<file path="src/rtl/uart_fifo_bridge_if.sv">
`default_nettype none
// ============================================================================
// uart_fifo_bridge_if : host-side and UART-side signal bundle for the bridge
// Revision: 1.0
// ============================================================================
interface uart_fifo_bridge_if #(
  parameter int DEPTH_BITS = 4
);
  logic                  uart_received;
  logic [7:0]            uart_rx_byte;
  logic                  uart_rx_error;
  logic                  uart_is_transmitting;
  logic                  uart_transmit;
  logic [7:0]            uart_tx_byte;
  logic                  wr_stb;
  logic [7:0]            wr_data;
  logic                  tx_full;
  logic [DEPTH_BITS:0]   tx_count;
  logic                  rd_stb;
  logic [7:0]            rd_data;
  logic                  rx_empty;
  logic [DEPTH_BITS:0]   rx_count;
  logic                  rx_overflow;
  logic [7:0]            rx_err_count;
  logic                  status_clear;

  modport slave (
    input  uart_received, uart_rx_byte, uart_rx_error, uart_is_transmitting,
    input  wr_stb, wr_data, rd_stb, status_clear,
    output uart_transmit, uart_tx_byte, tx_full, tx_count,
    output rd_data, rx_empty, rx_count, rx_overflow, rx_err_count
  );

  modport master (
    output uart_received, uart_rx_byte, uart_rx_error, uart_is_transmitting,
    output wr_stb, wr_data, rd_stb, status_clear,
    input  uart_transmit, uart_tx_byte, tx_full, tx_count,
    input  rd_data, rx_empty, rx_count, rx_overflow, rx_err_count
  );
endinterface
`default_nettype wire

</file>
<file path="src/rtl/uart_fifo_bridge.sv">
`default_nettype none
// ============================================================================
// uart_fifo_bridge : TX/RX byte FIFOs between a host and a UART, with launcher
// Revision: 1.0
// ============================================================================
module uart_fifo_bridge #(
  parameter int DEPTH_BITS = 4
) (
  input  logic               clk,
  input  logic               rst,
  uart_fifo_bridge_if.slave  bus
);
  localparam int             DEPTH    = 1 << DEPTH_BITS;
  localparam int             CW       = DEPTH_BITS + 1;
  localparam logic [CW-1:0]  FULL_CNT = CW'(DEPTH);
  localparam logic [DEPTH_BITS-1:0] PTR_ONE = DEPTH_BITS'(1);
  localparam logic [CW-1:0]  CNT_ONE  = CW'(1);

  typedef enum logic [1:0] {
    TX_IDLE      = 2'd0,
    TX_WAIT_BUSY = 2'd1,
    TX_WAIT_DONE = 2'd2
  } tx_state_t;

  logic [7:0]            tx_mem [DEPTH];
  logic [7:0]            rx_mem [DEPTH];

  logic [DEPTH_BITS-1:0] tx_wp_q, tx_wp_d, tx_rp_q, tx_rp_d;
  logic [DEPTH_BITS-1:0] rx_wp_q, rx_wp_d, rx_rp_q, rx_rp_d;
  logic [CW-1:0]         tx_cnt_q, tx_cnt_d, rx_cnt_q, rx_cnt_d;
  tx_state_t             state_q, state_d;
  logic [2:0]            tmr_q, tmr_d;
  logic                  xmit_q, xmit_d;
  logic [7:0]            txb_q, txb_d;
  logic                  ovf_q, ovf_d;
  logic [7:0]            errc_q, errc_d;
  logic                  errp_q, errp_d;

  logic tx_full, rx_full, rx_empty;
  logic tx_push, tx_pop, rx_push, rx_pop;

  assign tx_full  = (tx_cnt_q == FULL_CNT);
  assign rx_full  = (rx_cnt_q == FULL_CNT);
  assign rx_empty = (rx_cnt_q == '0);

  always_comb begin
    tx_push  = bus.wr_stb && !tx_full;
    tx_pop   = (state_q == TX_IDLE) && (tx_cnt_q != '0) && !bus.uart_is_transmitting;
    // A full RX FIFO can still take a byte when the host pops in the same cycle.
    rx_push  = bus.uart_received && (!rx_full || bus.rd_stb);
    rx_pop   = bus.rd_stb && !rx_empty;

    tx_wp_d  = tx_push ? tx_wp_q + PTR_ONE : tx_wp_q;
    tx_rp_d  = tx_pop  ? tx_rp_q + PTR_ONE : tx_rp_q;
    rx_wp_d  = rx_push ? rx_wp_q + PTR_ONE : rx_wp_q;
    rx_rp_d  = rx_pop  ? rx_rp_q + PTR_ONE : rx_rp_q;

    tx_cnt_d = tx_cnt_q;
    if (tx_push && !tx_pop)      tx_cnt_d = tx_cnt_q + CNT_ONE;
    else if (!tx_push && tx_pop) tx_cnt_d = tx_cnt_q - CNT_ONE;

    rx_cnt_d = rx_cnt_q;
    if (rx_push && !rx_pop)      rx_cnt_d = rx_cnt_q + CNT_ONE;
    else if (!rx_push && rx_pop) rx_cnt_d = rx_cnt_q - CNT_ONE;

    errp_d = bus.uart_rx_error;
    ovf_d  = ovf_q;
    errc_d = errc_q;
    if (bus.status_clear) begin
      ovf_d  = 1'b0;
      errc_d = 8'h00;
    end else begin
      if (bus.uart_received && rx_full && !bus.rd_stb) ovf_d = 1'b1;
      if (bus.uart_rx_error && !errp_q && errc_q != 8'hFF) errc_d = errc_q + 8'h01;
    end

    state_d = state_q;
    tmr_d   = tmr_q;
    xmit_d  = 1'b0;
    txb_d   = txb_q;
    case (state_q)
      TX_IDLE: begin
        if (tx_pop) begin
          xmit_d  = 1'b1;
          txb_d   = tx_mem[tx_rp_q];
          tmr_d   = 3'd0;
          state_d = TX_WAIT_BUSY;
        end
      end
      TX_WAIT_BUSY: begin
        // A UART that never reports busy is given 8 cycles, then the byte counts as sent.
        if (bus.uart_is_transmitting) state_d = TX_WAIT_DONE;
        else if (tmr_q == 3'd7)       state_d = TX_IDLE;
        else                          tmr_d   = tmr_q + 3'd1;
      end
      TX_WAIT_DONE: begin
        if (!bus.uart_is_transmitting) state_d = TX_IDLE;
      end
      default: state_d = TX_IDLE;
    endcase
  end

  always_ff @(posedge clk or negedge rst) begin
    if (!rst) begin
      tx_wp_q  <= '0;
      tx_rp_q  <= '0;
      rx_wp_q  <= '0;
      rx_rp_q  <= '0;
      tx_cnt_q <= '0;
      rx_cnt_q <= '0;
      state_q  <= TX_IDLE;
      tmr_q    <= 3'd0;
      xmit_q   <= 1'b0;
      txb_q    <= 8'h00;
      ovf_q    <= 1'b0;
      errc_q   <= 8'h00;
      errp_q   <= 1'b0;
    end else begin
      tx_wp_q  <= tx_wp_d;
      tx_rp_q  <= tx_rp_d;
      rx_wp_q  <= rx_wp_d;
      rx_rp_q  <= rx_rp_d;
      tx_cnt_q <= tx_cnt_d;
      rx_cnt_q <= rx_cnt_d;
      state_q  <= state_d;
      tmr_q    <= tmr_d;
      xmit_q   <= xmit_d;
      txb_q    <= txb_d;
      ovf_q    <= ovf_d;
      errc_q   <= errc_d;
      errp_q   <= errp_d;
    end
  end

  always_ff @(posedge clk) begin
    if (tx_push) tx_mem[tx_wp_q] <= bus.wr_data;
    if (rx_push) rx_mem[rx_wp_q] <= bus.uart_rx_byte;
  end

  assign bus.uart_transmit = xmit_q;
  assign bus.uart_tx_byte  = txb_q;
  assign bus.tx_full       = tx_full;
  assign bus.tx_count      = tx_cnt_q;
  assign bus.rd_data       = rx_empty ? 8'h00 : rx_mem[rx_rp_q];
  assign bus.rx_empty      = rx_empty;
  assign bus.rx_count      = rx_cnt_q;
  assign bus.rx_overflow   = ovf_q;
  assign bus.rx_err_count  = errc_q;
endmodule
`default_nettype wire

</file>
<file path="src/flat_wrapper.sv">
// flat-port wrapper written by rule: the top's interface ports become plain ports
module uart_fifo_bridge_flat 
#(
  parameter int DEPTH_BITS = 4
)
  (clk, rst, bus_uart_received, bus_uart_rx_byte, bus_uart_rx_error, bus_uart_is_transmitting, bus_wr_stb, bus_wr_data, bus_rd_stb, bus_status_clear, bus_uart_transmit, bus_uart_tx_byte, bus_tx_full, bus_tx_count, bus_rd_data, bus_rx_empty, bus_rx_count, bus_rx_overflow, bus_rx_err_count);
  uart_fifo_bridge_if #(.DEPTH_BITS(DEPTH_BITS)) bus_i ();
  input  logic clk;
  input  logic rst;
  input wire logic [$bits(bus_i.uart_received)-1:0] bus_uart_received;
  input wire logic [$bits(bus_i.uart_rx_byte)-1:0] bus_uart_rx_byte;
  input wire logic [$bits(bus_i.uart_rx_error)-1:0] bus_uart_rx_error;
  input wire logic [$bits(bus_i.uart_is_transmitting)-1:0] bus_uart_is_transmitting;
  input wire logic [$bits(bus_i.wr_stb)-1:0] bus_wr_stb;
  input wire logic [$bits(bus_i.wr_data)-1:0] bus_wr_data;
  input wire logic [$bits(bus_i.rd_stb)-1:0] bus_rd_stb;
  input wire logic [$bits(bus_i.status_clear)-1:0] bus_status_clear;
  output wire logic [$bits(bus_i.uart_transmit)-1:0] bus_uart_transmit;
  output wire logic [$bits(bus_i.uart_tx_byte)-1:0] bus_uart_tx_byte;
  output wire logic [$bits(bus_i.tx_full)-1:0] bus_tx_full;
  output wire logic [$bits(bus_i.tx_count)-1:0] bus_tx_count;
  output wire logic [$bits(bus_i.rd_data)-1:0] bus_rd_data;
  output wire logic [$bits(bus_i.rx_empty)-1:0] bus_rx_empty;
  output wire logic [$bits(bus_i.rx_count)-1:0] bus_rx_count;
  output wire logic [$bits(bus_i.rx_overflow)-1:0] bus_rx_overflow;
  output wire logic [$bits(bus_i.rx_err_count)-1:0] bus_rx_err_count;
  assign bus_i.uart_received = bus_uart_received;
  assign bus_i.uart_rx_byte = bus_uart_rx_byte;
  assign bus_i.uart_rx_error = bus_uart_rx_error;
  assign bus_i.uart_is_transmitting = bus_uart_is_transmitting;
  assign bus_i.wr_stb = bus_wr_stb;
  assign bus_i.wr_data = bus_wr_data;
  assign bus_i.rd_stb = bus_rd_stb;
  assign bus_i.status_clear = bus_status_clear;
  assign bus_uart_transmit = bus_i.uart_transmit;
  assign bus_uart_tx_byte = bus_i.uart_tx_byte;
  assign bus_tx_full = bus_i.tx_full;
  assign bus_tx_count = bus_i.tx_count;
  assign bus_rd_data = bus_i.rd_data;
  assign bus_rx_empty = bus_i.rx_empty;
  assign bus_rx_count = bus_i.rx_count;
  assign bus_rx_overflow = bus_i.rx_overflow;
  assign bus_rx_err_count = bus_i.rx_err_count;
  uart_fifo_bridge #(.DEPTH_BITS(DEPTH_BITS)) u_core (.clk(clk), .rst(rst), .bus(bus_i));
endmodule
</file>
<file path="config.mk">
export PLATFORM = sky130hd
export DESIGN_NAME = uart_fifo_bridge_flat
export DESIGN_NICKNAME = d
export VERILOG_FILES = /design/src/rtl/uart_fifo_bridge_if.sv /design/src/rtl/uart_fifo_bridge.sv /design/src/flat_wrapper.sv
export SDC_FILE = /design/constraint.sdc
export NUM_CORES = 1
export LEC_CHECK = 0
export ABC_AREA = 1
export BUFFER_PORTS_ARGS = -buffer_cell sky130_fd_sc_hd__clkbuf_2
export CORE_MARGIN = 1
export CORE_UTILIZATION = 61
export DETAILED_ROUTE_END_ITERATION = 10
export PLACE_DENSITY = 0.9
export SKIP_CTS_REPAIR_TIMING = 1
export SKIP_LAST_GASP = 1
export SLEW_MARGIN = 40
export SYNTH_ARGS = -nofsm -noshare
export SYNTH_HDL_FRONTEND = slang
export SYNTH_SLANG_ARGS = --single-unit
</file>
<file path="constraint.sdc">
create_clock -name clk -period 3 [get_ports clk]
set_input_delay 0.3 -clock clk [delete_from_list [all_inputs] [get_ports clk]]
set_output_delay 0.3 -clock clk [all_outputs]
set_load 0.02 [all_outputs]
</file>
==> impl.org <==
** Worst setup path
- Setup crit start :: u_core.rx_rp_q[0]
- At the worst endpoint, the arrival time is roughly 2500 ps.
- The worst setup path is launched from a flop.
- End of the worst register-to-register path :: u_core.bus.rx_count[4]
- List of cells traversed by the critical path :: inv_2 > buf_12 > nand2_1 > nand3_1 > nand3_1 > nand2_1 > nand2_1 > a21oi_1 > clkbuf_2
- Endpoint kind of the worst setup timing path :: primary output
- Crit path largest cell delay :: roughly 420 ps
- The cell that appears most often on the critical path is sky130_fd_sc_hd__nand2_1.
- In this run the worst path has a maximum fanout of 35.
- For this design, the slowest cell found on the critical path is sky130_fd_sc_hd__inv_2.
- Required @ worst endpoint :: between 2000 and 3000 ps
- The worst register-to-register path has a setup slack of between 400 and 500 ps.
- The setup path with the least slack is of type flop to primary output.
- Worst-case reg-to-reg path depth :: 15
- In this run the worst setup path terminates at bus_rd_data[4].
- Reg-to-reg critical path startpoint :: u_core.bus.rx_count[2]

** Pwr
- The worst-case IR drop observed on VDD is between 0.0007 and 0.0008 V.
- Cell internal power was estimated by the tool at about 9 mW.
- Net switching fraction of the power :: 0.3857
- The share of total power dissipated in sequential elements is 0.388.
- Static leakage :: between 6 and 7 nW
- The share of total power dissipated in the clock network is 0.254.
- P per Cell Area :: ~960 mW/mm2
- Switching pwr :: around 5.5 mW
- Total chip power :: 14.30 mW
- Power share of the combinational group :: 0.359

** Timing
- The worst pin sits at a relative slew slack of 0.4768.
- RSZ-0062 raised after global routing :: false
- Peak Freq :: about 360 MHz
- Final Cycle Share :: 0.9347
- Final total negative setup slack :: 0 ps
- Setup Viol. Count Final :: 0
- The count of final hold-check violations came to 0.
- The max-slew violation count came to 0.
- For the final database, setup skew stands at roughly 10 ps.
- At the pin with the least slew margin, the transition time is approximately 800 ps.
- Post-layout min period :: approximately 2800 ps
- After layout, the worst setup slack is between 150 and 200 ps.

** Layout
- Proportion of layout cells with a drive suffix above 1 :: 0.1056
- Final Net Count :: about 1.4k
- Register cell area after layout :: about 0.0089 mm2
- Number of inserted diodes :: 0
- Number of fill cells in the layout :: roughly 1.4k
- From synthesis to final layout, the design area changed by 11.40%.
- Area of combinational cells with multiple inputs :: roughly 0.0037 mm2

** Floorplan
- Core footprint :: between 0.02 and 0.025 mm2
- I/O pin count :: 62
- The floorplan step set the die height to approximately 150 um.
- For this configuration, the core starts out at a cell density of 0.6295.
- From left edge to right edge, the die measures 150.2 um.
- In this run the core area contains 53 standard-cell rows.
- The die covers ~0.023 mm2.

** Clocking
- Clock root buffer master :: sky130_fd_sc_hd__clkbuf_16
- Clock-pin slew on the worst setup and hold paths :: 60 ps
- Total number of H-tree levels :: 1
- TritonCTS clock tree :: done
- In this run the deepest clock path goes through 3 buffers.
- The number of clock buffers added by TritonCTS is 29.
- Total clock sinks :: 306
- The later pin in the worst-skew pair is clocked with a latency of 550 ps.

** Route
- The first detailed-routing pass ran for 5 iterations.
- In the routed layout, each cell is associated on average with a via count of roughly 5.7.
- Amount of wire on met3 after detailed routing :: 2506 um
- For this run, design rule violations remaining after detail routing come to 0.
- Detail Route met2 WL :: approximately 16000 um
- Uppermost metal layer occupied by signal nets :: met4
- Summed over all layers, the routed wires come to just over 30000 um.
- Vias after detailed routing :: a little over 9k
- In the final routed layout, each cell accounts on average for roughly 18 um.
- First-iteration detailed-routing DRC count :: just over 1k
- Wire length on met1 :: ~11000 um
- Antenna-violating nets left :: 0

** Logic synthesis
- Mean Syn Cell Area :: about 10 um2
- Share of the synthesized area in the top cell type :: 0.5737
- Counting flops with a built-in enable in the synthesized netlist gives between 200 and 300.
- For this run, the register share of the synthesized area comes to 0.6670.
- The netlist uses 29 different library cells.
- Async set or reset register ratio after synthesis :: 0.1634
- For this run, the leading register cell type out of synthesis is sky130_fd_sc_hd__edfxtp_1.
- In this run, synthesis produced a sequential element count of 306.
- After synthesis, the share of cell area in mux cells is 0.
- Of the total synthesized cell area, the portion taken by full adders, half adders and majority gates is 0.02353.
- The share of the synthesized area in compound gates (AO/OA/AOI/OAI) is 0.01494.
- Dominant cell type by area after synthesis :: sky130_fd_sc_hd__edfxtp_1
- Post-Synth Simple-Gate Area :: 0.2194
- Synthesized net count :: ~1.3k
- Count of mapped cells out of synthesis :: approximately 1.3k
- Mapped cell area :: about 0.013 mm2
- Yosys attributes the largest share of cell area to sky130_fd_sc_hd__edfxtp_1 (57%), sky130_fd_sc_hd__nand2_1 (12%), sky130_fd_sc_hd__dfrtp_1 (9.3%), sky130_fd_sc_hd__nand3_1 (7.7%), sky130_fd_sc_hd__inv_1 (3.9%).
- Combinational family with the most area after synthesis :: simple AND/OR/NAND/NOR gates
- Synth warnings :: 0
- Of the total synthesized cell area, the portion taken by XOR and XNOR cells is 0.01176.

** Placed design
- # port buffers :: 61
- Detail Placement HPWL :: roughly 18000 um
- Routability Congestion :: around 0.86
- Timing analysis after detailed placement gives a worst setup slack of slightly above 500 ps.

** Flow run
- Max-cap violations :: 0

** Min path
- The worst hold path belongs to the class input port to flop.

** Global routing
- The via count of the first global-routing pass is 9434.
- Maximum number of pins on one net before global-route repair :: 68
- After global routing the overflow that remains totals 0.
- Wire length of the first global-routing pass :: around 48000 um
- Number of antenna violations at the first check in global routing :: 0
- GRT Overall Usage :: 0.2775

** Run status
- Run status :: complete, no violations
-- worst max-delay path, delay by kind of cell, from the launching register on --
family          cells  cell delay [ps]
flops               1              410
compound gates      1              210
buf+inv             3              900
simple gates        5              430
-- worst min-delay path by stage --
stage | startpoint | end | slack [ps] | depth (start not counted)
after floorplan | rst | u_core.bus.rx_count[0] | 4 | 0
after global placement | bus_uart_rx_error | u_core.errp_q | 430 | 1
after detailed placement | rst | u_core.bus.tx_count[1] | 370 | 1
after CTS | rst | u_core.bus.uart_tx_byte[2] | -210 | 1
after global routing | bus_status_clear | u_core.bus.rx_err_count[7] | 30 | 2
final | bus_uart_is_transmitting | u_core.state_q[1] | 30 | 3
-- power groups by stage --
| stage | Combinational (mW) | Sequential (mW) | Clock, mW |
|---|---|---|---|
| after global placement | 4.76 | 5.57 | 0 |
| after global routing | 5.66 | 5.59 | 3.80 |
| final | 5.13 | 5.54 | 3.63 |
| after CTS | 5.10 | 5.54 | 3.64 |
| after detailed placement | 4.99 | 5.61 | 0 |
| after floorplan | 3.45 | 5.67 | 0 |
-- final cells by class --
class | instances | area share
Sequential cell | 306 | 0.5989
Multi-Input combinational cell | 779 | 0.2468
Clock buffer | 47 | 0.05859
Inverter | 147 | 0.03696
Timing Repair Buffer | 77 | 0.03068
Tap cell | 275 | 0.02305
Clock inverter | 7 | 0.005029
-- logic make-up (layout without fill, tap and decap cells) --
logic type,Yosys count,count (layout)
flip-flops,306,306
adder cells (fa/ha/maj),24,24
XOR/XNOR,18,18
AND/OR/NAND/NOR,699,699
AO/OA/AOI/OAI,38,38
buffers and inverters,202,278
-- cells in the mapped netlist, types with 3 or more instances --
master	n
sky130_fd_sc_hd__ha_1	22
sky130_fd_sc_hd__nand3_1	207
sky130_fd_sc_hd__nor2_1	32
sky130_fd_sc_hd__a21oi_1	16
sky130_fd_sc_hd__clkbuf_1	8
sky130_fd_sc_hd__clkinv_1	4
sky130_fd_sc_hd__buf_1	3
sky130_fd_sc_hd__xor2_1	14
sky130_fd_sc_hd__edfxtp_1	256
sky130_fd_sc_hd__buf_2	33
sky130_fd_sc_hd__xnor2_1	4
sky130_fd_sc_hd__inv_2	3
sky130_fd_sc_hd__nor3_1	19
sky130_fd_sc_hd__inv_1	140
sky130_fd_sc_hd__nand2_1	435
sky130_fd_sc_hd__dfrtp_1	50
sky130_fd_sc_hd__buf_4	9
sky130_fd_sc_hd__o21ai_0	17
-- cells in the final DEF, fill, tap and decap left out, types with 11 or more instances in the layout --
master and count:
sky130_fd_sc_hd__nand2_1 435, sky130_fd_sc_hd__edfxtp_1 256, sky130_fd_sc_hd__nand3_1 207, sky130_fd_sc_hd__inv_1 138
sky130_fd_sc_hd__clkbuf_2 60, sky130_fd_sc_hd__dfrtp_1 48, sky130_fd_sc_hd__nor2_1 32, sky130_fd_sc_hd__clkbuf_16 30
sky130_fd_sc_hd__ha_1 22, sky130_fd_sc_hd__o21ai_0 17, sky130_fd_sc_hd__a21oi_1 16, sky130_fd_sc_hd__nor3_2 15
sky130_fd_sc_hd__xor2_1 14, sky130_fd_sc_hd__buf_4 12, sky130_fd_sc_hd__clkbuf_1 11
-- flip-flops by register name, summed over array words and instances, names as in the netlist, 2 cells and up --
name,cells
u_core.bus.rx_err_count,8
u_core.rx_wp_q,4
u_core.tx_wp_q,4
u_core.bus.rx_count,5
u_core.tx_rp_q,4
u_core.bus.tx_count,5
u_core.bus.uart_tx_byte,8
u_core.tmr_q,3
u_core.state_q,2
u_core.rx_mem,128
u_core.tx_mem,128
u_core.rx_rp_q,4
-- routing by layer --
metal | GRT usage | vias up
met5 | 0 | -
met4 | 0.1071 | 0
met3 | 0.03788 | 80
met2 | 0.4963 | 492
met1 | 0.3422 | 4404
li1 | - | 4355
-- through the flow --
step,hold WS [ps],cells,utilization,instance area (um2)
2_1_floorplan,4.409,1287,-,13400
3_3_place_gp,425.6,1582,0.6523,13890
3_5_place_dp,369.7,1582,0.6557,13960
4_1_cts,-208.3,1636,0.7003,14910
5_1_grt,28.65,1638,0.7013,14930
6_report,26.67,1638,0.7013,14930
(Power assumes the default switching activity.)
